<file path="src/rtl/spi_master_arbiter.sv">
// Round-robin arbiter that shares one SPI master between N requesters:
// it grants one requester, starts a frame, waits for LOAD, then returns the RX word.
module spi_master_arbiter #(
    parameter int M  = 15,
    parameter int N  = 4,
    parameter int TO = 255
) (
    input  logic           clk,
    input  logic           clr,
    input  logic [N-1:0]   req,
    input  logic [N*M-1:0] tx_dat,
    output logic [N-1:0]   gnt,
    output logic [N-1:0]   done,
    output logic           err,
    output logic [M-1:0]   rx_dat,
    output logic           st,
    output logic [M-1:0]   DI,
    input  logic           LOAD,
    input  logic [M-1:0]   DO,
    output logic           busy
);

    localparam int IW = $clog2(N);

    typedef enum logic [2:0] {
        S_IDLE,
        S_START,
        S_WAIT_LO,
        S_WAIT_HI,
        S_DONE
    } state_t;

    state_t         state, state_nx;
    logic [IW-1:0]  last, last_nx;
    logic [IW-1:0]  idx, idx_nx;
    logic [7:0]     wd, wd_nx;
    logic           abort, abort_nx;
    logic [N-1:0]   gnt_nx, done_nx;
    logic           err_nx, st_nx, busy_nx;
    logic [M-1:0]   di_nx, rx_nx;
    logic [IW-1:0]  pick, cand;
    logic           found;

    // First set request scanning upward from last+1, wrapping at N.
    always_comb begin
        pick  = last;
        cand  = '0;
        found = 1'b0;
        for (int unsigned k = 1; k <= N; k++) begin
            cand = IW'((32'(last) + k) % N);
            if (!found && req[cand]) begin
                pick  = cand;
                found = 1'b1;
            end
        end
    end

    always_comb begin
        state_nx = state;
        last_nx  = last;
        idx_nx   = idx;
        wd_nx    = wd;
        abort_nx = abort;
        gnt_nx   = gnt;
        done_nx  = '0;
        err_nx   = 1'b0;
        st_nx    = 1'b0;
        di_nx    = DI;
        rx_nx    = rx_dat;
        case (state)
            S_IDLE: begin
                if (|req) begin
                    idx_nx       = pick;
                    gnt_nx       = '0;
                    gnt_nx[pick] = 1'b1;
                    di_nx        = tx_dat[int'(pick)*M +: M];
                    st_nx        = 1'b1;
                    state_nx     = S_START;
                end
            end
            S_START: begin
                wd_nx    = '0;
                state_nx = S_WAIT_LO;
            end
            S_WAIT_LO: begin
                if (!LOAD) begin
                    wd_nx    = '0;
                    state_nx = S_WAIT_HI;
                end else if (wd == 8'(TO)) begin
                    abort_nx     = 1'b1;
                    done_nx[idx] = 1'b1;
                    err_nx       = 1'b1;
                    state_nx     = S_DONE;
                end else begin
                    wd_nx = wd + 8'd1;
                end
            end
            S_WAIT_HI: begin
                if (LOAD) begin
                    rx_nx        = DO;
                    done_nx[idx] = 1'b1;
                    err_nx       = abort;
                    state_nx     = S_DONE;
                end else if (wd == 8'(TO)) begin
                    abort_nx     = 1'b1;
                    done_nx[idx] = 1'b1;
                    err_nx       = 1'b1;
                    state_nx     = S_DONE;
                end else begin
                    wd_nx = wd + 8'd1;
                end
            end
            S_DONE: begin
                last_nx  = idx;
                gnt_nx   = '0;
                abort_nx = 1'b0;
                state_nx = S_IDLE;
            end
            default: state_nx = S_IDLE;
        endcase
        // done/err/st are registered from the transition into their state.
        busy_nx = (state_nx != S_IDLE);
    end

    always_ff @(posedge clk or negedge clr) begin
        if (!clr) begin
            state  <= S_IDLE;
            last   <= IW'(N - 1);
            idx    <= '0;
            wd     <= '0;
            abort  <= 1'b0;
            gnt    <= '0;
            done   <= '0;
            err    <= 1'b0;
            st     <= 1'b0;
            busy   <= 1'b0;
            DI     <= '0;
            rx_dat <= '0;
        end else begin
            state  <= state_nx;
            last   <= last_nx;
            idx    <= idx_nx;
            wd     <= wd_nx;
            abort  <= abort_nx;
            gnt    <= gnt_nx;
            done   <= done_nx;
            err    <= err_nx;
            st     <= st_nx;
            busy   <= busy_nx;
            DI     <= di_nx;
            rx_dat <= rx_nx;
        end
    end

endmodule

</file>
<file path="config.mk">
export PLATFORM = sky130hd
export DESIGN_NAME = spi_master_arbiter
export DESIGN_NICKNAME = d
export VERILOG_FILES = /design/src/rtl/spi_master_arbiter.sv
export SDC_FILE = /design/constraint.sdc
export NUM_CORES = 1
export LEC_CHECK = 0
export ABC_AREA = 0
export BUFFER_PORTS_ARGS = -buffer_cell sky130_fd_sc_hd__buf_2
export CAP_MARGIN = 10
export CORE_MARGIN = 4
export CORE_UTILIZATION = 52
export DETAILED_ROUTE_END_ITERATION = 8
export HOLD_SLACK_MARGIN = 0.02
export PLACE_DENSITY = 0.85
export SYNTH_ARGS = -nofsm -noshare
export SYNTH_HDL_FRONTEND = slang
export SYNTH_SLANG_ARGS = --single-unit
</file>
<file path="constraint.sdc">
create_clock -name clk -period 3.2 [get_ports clk]
set_input_delay 0.64 -clock clk [delete_from_list [all_inputs] [get_ports clk]]
set_output_delay 0.64 -clock clk [all_outputs]
set_load 0.1 [all_outputs]
</file>
==> After elaboration in Yosys (flattened, before gate mapping) <==
Cells that the tools add are included.
{ "word_totals": {"out_inout_bits": 41, "register_bits": 57, "elab_cells": 98} }
{ "op_classes": {"shift": 1, "n_eq_ne": 8, "n_mul": 1, "mux": 44, "addsub": 5, "reduce_logical": 19, "magnitude_cmp": 8} }
{ "op_table": {"columns": ["operator", "count"], "rows": [
  ["indexed part select 60 x 7 -> 15 bit", 1],
  ["two-way mux 8 bit", 3],
  ["one-hot mux 8 bit (3 select lines)", 1],
  ["< comparator 2 x 3 -> 1 bit (second input constant)", 6],
  ["two-way mux 1 bit", 17],
  ["two-way mux 4 bit", 4],
  ["one-hot mux 4 bit (2 select lines)", 2],
  ["two-way mux 3 bit", 4],
  ["one-hot mux 3 bit (4 select lines)", 1],
  ["nonzero test 3 bit", 3],
  ["adder 8 x 1 -> 8 bit (second input constant)", 1],
  ["binary-select mux 1 bit (select 2 bit)", 4],
  ["equality test 8 bit (second input constant)", 1],
  ["two-way mux 2 bit", 4],
  ["AND reduction 2 bit", 4],
  ["equality test 3 x 2 -> 1 bit (second input constant)", 2],
  ["multiplier 2 x 4 -> 6 bit (second input constant)", 1],
  ["!= test 2 bit (second input constant)", 3],
  ["logical AND 1 bit", 5],
  ["adder 2 x 1 -> 2 bit (second input constant)", 2],
  ["adder 2 bit (second input constant)", 2],
  ["demux 1 bit (select 2 bit)", 2],
  [">= comparator 2 x 1 -> 1 bit (second input constant)", 2],
  ["OR reduction 4 bit", 1],
  ["8 further kinds", 10]
]} }

==> Longest topological paths before layout <==
{ "depth": {"ltp_word": 19, "mapped_depth": 8} }

==> Worst setup path before layout <==
OpenSTA, ideal clock, no wires.
{ "synth_path": {"path_kind": "register to register", "from": "register wd[0]", "to": "register wd[3]", "path_slack_ps": 1171, "path_stages_with_launch": 8, "required_ps": 3074, "arrival_time_ps": 1902, "path_cell_list": "dfrtp_1 ha_1 and2_1 and3_1 buf_6 nor3_2 mux2_1 a311o_1"} }
{ "synth_via": {"elab_chain_len": 4, "elab_cells_between_ends": 6, "classes_between": "add/sub (1); eq/ne (1); mux (4)"} }
{ "synth_rtl": {"columns": ["item", "line", "rtl"], "rows": [
  ["start: declaration", "36", "logic [7:0] wd, wd_nx;"],
  ["start signal: assignment", "143", "wd <= wd_nx;"],
  ["adder 8 x 1 -> 8 bit / equality test 8 bit (equally long branches)", null, null],
  ["two-way mux 8 bit (*)", "89, 104", null],
  ["two-way mux 8 bit (on tied branches)", "99, 86", null],
  ["one-hot mux 8 bit (3 select lines) (*)", "70", "case (state)"]
]} }
Mark *: on every way between the ends. The rest lies on a longest branch, timed or not. The select of a mux whose other input is x is not followed.
A chain may end at the register's enable or synchronous reset.

==> Worst setup path after layout <==
{ "layout_path": {"from": "register state[0]", "to": "register DI[0]"} }
{ "layout_via": {"elab_chain_len": 2} }
{ "layout_rtl": {"columns": ["item", "line", "rtl"], "rows": [
  ["start: declaration", "33", "state_t state, state_nx;"],
  ["start signal: assignment", "140", "state <= state_nx;"],
  ["zero test 3 bit", "70", null],
  ["AND reduction 2 bit (no line)", null, null],
  ["end signal: assignment", "150", "DI <= di_nx;"],
  ["end: declaration", "17", "output logic [M-1:0] DI,"]
]} }
Every way passes these cells.

==> impl_metrics.env <==
export IMPL_grt_setup_unrepaired="no"
export IMPL_met2_track_demand_over_resource_in_global_routing=0.366
export IMPL_dieWidth_um=84.7
export IMPL_worst_r2r_path_depth=5
export IMPL_report_final_hold_viol_count=0
export IMPL_core_area_um2=5610
export IMPL_tns_ns=0
export IMPL_finalNetCount=524
export IMPL_syn_area_um2=3060
export IMPL_cts_htree_levels=3
export IMPL_drt_first_iter_violations=142
export IMPL_post_cts_setup_buffer_count=0
export IMPL_final_period_minus_worst_setup_slack_ns=2.39
export IMPL_routabilityCongestion=0.925
export IMPL_worstPathMaxFanout=17
export IMPL_holdCritPathClass="input pin to async pin"
export IMPL_synthesis_area_per_instance_um2=9.44
export IMPL_avgViaCountPerCell=5.47
export IMPL_critPathKind="register to register"
export IMPL_residual_drc=0
export IMPL_placedCellCount=502
export IMPL_max_slew_worst_pin_slew_ns=0.882
export IMPL_boundaryPins=123
export IMPL_setup_viol=0
export IMPL_grt_util_met3=0.0785
export IMPL_layout_cells_non_filler=517
export IMPL_num_antenna_cells=0
export IMPL_detailedRoute_firstPassIterationCount=4
export IMPL_synth_yosys_seq_area_share=0.467
export IMPL_yosys_warnings=0
export IMPL_core_util_final=0.689
export IMPL_maxSlewHeadroom=0.410
export IMPL_ys_ff_latch=57
export IMPL_initial_utilization=0.546
export IMPL_ys_flop_type="sky130_fd_sc_hd__dfrtp_1"
export IMPL_worst_ep_required_time_ns=3.44
export IMPL_worstSetupEndpointType="register"
export IMPL_critPathLaunchType="register"
export IMPL_grt_overflow_total=0
export IMPL_antenna_violations_before_repair=0
export IMPL_clk_path_buf_depth=2
export IMPL_cts_sinks=57
export IMPL_post_synth_inst_count=324
export IMPL_run_status="finished, final reports clean"
export IMPL_async_reset_ff_frac=1.00
export IMPL_clkSlewWorstSetupHoldPaths_ns=0.06
export IMPL_first_pass_grt_wire_length_um=12800
export IMPL_vias_in_the_first_global_route=2872
export IMPL_via_total_after_detailed_routing=2827
export IMPL_antenna_violating_nets_post_route=0
export IMPL_cts_hold_buffers_added=0
export IMPL_clk_insertion_delay_late_ns=0.33
export IMPL_r2r_setup_slk_ns=0.81
export IMPL_grt_max_degree=34
export IMPL_hpwl_after_detailed_placement_um=5720
export IMPL_finalCritPeriodShare=0.748
export IMPL_synth_lib_cells_used_distinct=45
export IMPL_cts_root_buf="sky130_fd_sc_hd__clkbuf_8"
export IMPL_rows=27
export IMPL_grt_use_total=0.220
export IMPL_port_buffers=122
export IMPL_die_h_um=84.7
export IMPL_maxCapViolCount=0
export IMPL_timing_critical_path_arrival_ns=2.63
export IMPL_reg2reg_to="DI[0]$_DFFE_PN0P_"
export IMPL_layout_area_overhead_vs_synth_pct=26.3
export IMPL_global_route_met1_usage=0.257
export IMPL_synth_nets=407
export IMPL_top_usage_layer="met2"
export IMPL_rr_startpoint="state[0]$_DFF_PN0_"
export IMPL_tritoncts_num_buffers=9
export IMPL_post_route_cells_drive_above_1_share=0.371
export IMPL_cts_tree="yes"
export IMPL_post_cts_resize_count=0
export IMPL_achievable_freq_mhz=418
export IMPL_synth_edf_count=0
export IMPL_maxSlewViolCount=0
export IMPL_finalWirelength_um=7560
export IMPL_post_drt_wl_per_cell_um=14.6
export IMPL_fp_dieArea_um2=7170
export IMPL_worst_clock_skew_ns=0.00903
-- cell usage after synthesis (2+ instances only) --
master / instances / area (µm²)
sky130_fd_sc_hd__dfrtp_1: 55 / 1380
sky130_fd_sc_hd__nand2_1: 41 / 154
sky130_fd_sc_hd__nor3_1: 21 / 105
sky130_fd_sc_hd__o21ai_0: 21 / 105
sky130_fd_sc_hd__a31oi_1: 19 / 119
sky130_fd_sc_hd__inv_1: 19 / 71.3
sky130_fd_sc_hd__mux2_2: 17 / 191
sky130_fd_sc_hd__mux2i_1: 17 / 170
sky130_fd_sc_hd__a21oi_1: 16 / 80.1
sky130_fd_sc_hd__o211ai_1: 15 / 113
sky130_fd_sc_hd__clkbuf_1: 13 / 48.8
sky130_fd_sc_hd__nor2_1: 11 / 41.3
sky130_fd_sc_hd__and3_1: 4 / 25.0
sky130_fd_sc_hd__buf_2: 4 / 20.0
sky130_fd_sc_hd__nand3b_1: 4 / 30.0
sky130_fd_sc_hd__buf_6: 3 / 33.8
sky130_fd_sc_hd__nand2b_1: 3 / 18.8
sky130_fd_sc_hd__nand3_1: 3 / 15.0
sky130_fd_sc_hd__o31ai_1: 3 / 22.5
sky130_fd_sc_hd__a21o_1: 2 / 15.0
sky130_fd_sc_hd__a311o_1: 2 / 20.0
sky130_fd_sc_hd__buf_4: 2 / 15.0
sky130_fd_sc_hd__dfstp_2: 2 / 52.6
sky130_fd_sc_hd__nand4b_1: 2 / 17.5
sky130_fd_sc_hd__nor2b_1: 2 / 12.5
sky130_fd_sc_hd__nor3b_1: 2 / 15.0
sky130_fd_sc_hd__o21a_1: 2 / 15.0
sky130_fd_sc_hd__o21ai_1: 2 / 10.0
-- per-stage QoR --
step	setup slack, ns	instance area (µm²)	hold WS [ns]
3_5_place_dp	0.836	3690	0.469
4_1_cts	0.826	3860	0.373
3_3_place_gp	0.942	3690	0.460
5_1_grt	0.503	3860	0.406
6_report	0.807	3860	0.360
2_1_floorplan	1.17	3060	0.344
-- layer usage --
| metal | part of all wire | wire length, µm |
|---|---|---|
| met1 | 0.40 | 3050 |
| met2 | 0.48 | 3660 |
| met3 | 0.097 | 732 |
| met4 | 0.016 | 123 |
| met5 | 0 | 0 |
-- sequential cells by signal, indices dropped and copies added, names as in the netlist --
name and flops:
busy 1, err 1, rx_dat 15, DI 15, idx 2, state 3
abort 1, gnt 4, wd 8, st 1, last 2, done 4
-- worst max-delay path by stage --
stage                       start                 to  slack, ns  cells past startpoint
5_1_grt        state[0]$_DFF_PN0_  DI[9]$_DFFE_PN0P_       0.50                      5
2_1_floorplan   wd[0]$_DFFE_PN0P_  wd[3]$_DFFE_PN0P_       1.17                      7
4_1_cts        state[0]$_DFF_PN0_  DI[0]$_DFFE_PN0P_       0.83                      5
6_report       state[0]$_DFF_PN0_  DI[0]$_DFFE_PN0P_       0.81                      5
3_5_place_dp               req[3]  DI[0]$_DFFE_PN0P_       0.84                      6
3_3_place_gp               req[3]  DI[7]$_DFFE_PN0P_       0.94                      6
-- worst max-delay path: stages, from the launching register on --
cell and delay, ns:
sky130_fd_sc_hd__dfrtp_1 0.53, sky130_fd_sc_hd__nor2_2 0.33, sky130_fd_sc_hd__nand3b_1 0.30, sky130_fd_sc_hd__nor2_1 0.76
sky130_fd_sc_hd__o21ai_0 0.23, sky130_fd_sc_hd__o211ai_1 0.15
-- layout by cell type, fill, tap and decap left out, types with 3 or more instances in the layout --
cell type,synthesis,final
sky130_fd_sc_hd__nand3b_1,4,4
sky130_fd_sc_hd__inv_1,19,19
sky130_fd_sc_hd__buf_4,2,6
sky130_fd_sc_hd__buf_2,4,122
sky130_fd_sc_hd__mux2i_1,17,17
sky130_fd_sc_hd__dfrtp_1,55,55
sky130_fd_sc_hd__nand3_1,3,3
sky130_fd_sc_hd__o21ai_0,21,21
sky130_fd_sc_hd__nand2_1,41,41
sky130_fd_sc_hd__mux2_2,17,17
sky130_fd_sc_hd__clkinv_2,0,3
sky130_fd_sc_hd__nor3_1,21,21
sky130_fd_sc_hd__a21oi_1,16,16
sky130_fd_sc_hd__a31oi_1,19,19
sky130_fd_sc_hd__o31ai_1,3,3
sky130_fd_sc_hd__o211ai_1,15,15
sky130_fd_sc_hd__nand2b_1,3,3
sky130_fd_sc_hd__clkbuf_8,0,9
sky130_fd_sc_hd__nor2_1,11,11
sky130_fd_sc_hd__and3_1,4,4
-- cells by family after synthesis --
logic type / count (synthesis) / share of synthesized area
xor gates and xnor gates: 2 / 0.00573
AOI/OAI and AO/OA: 86 / 0.175
and+or+nand+nor: 102 / 0.164
adders and majority gates: 1 / 0.00409
muxes: 35 / 0.122
buffers and inverters: 41 / 0.0618
DFF: 57 / 0.467
-- layout make-up --
cell class / count / area [µm²]
Fill cell: 454 / 1740
Multi-Input combinational cell: 226 / 1440
Sequential cell: 57 / 1430
Timing Repair Buffer: 128 / 656
Clock buffer: 11 / 131
Tap cell: 72 / 90.1
Inverter: 19 / 71.3
Clock inverter: 4 / 45.0
Power is left out: the tool's default activity adds up to more than one toggle a clock period on the data nets, which glitch-free logic cannot reach.
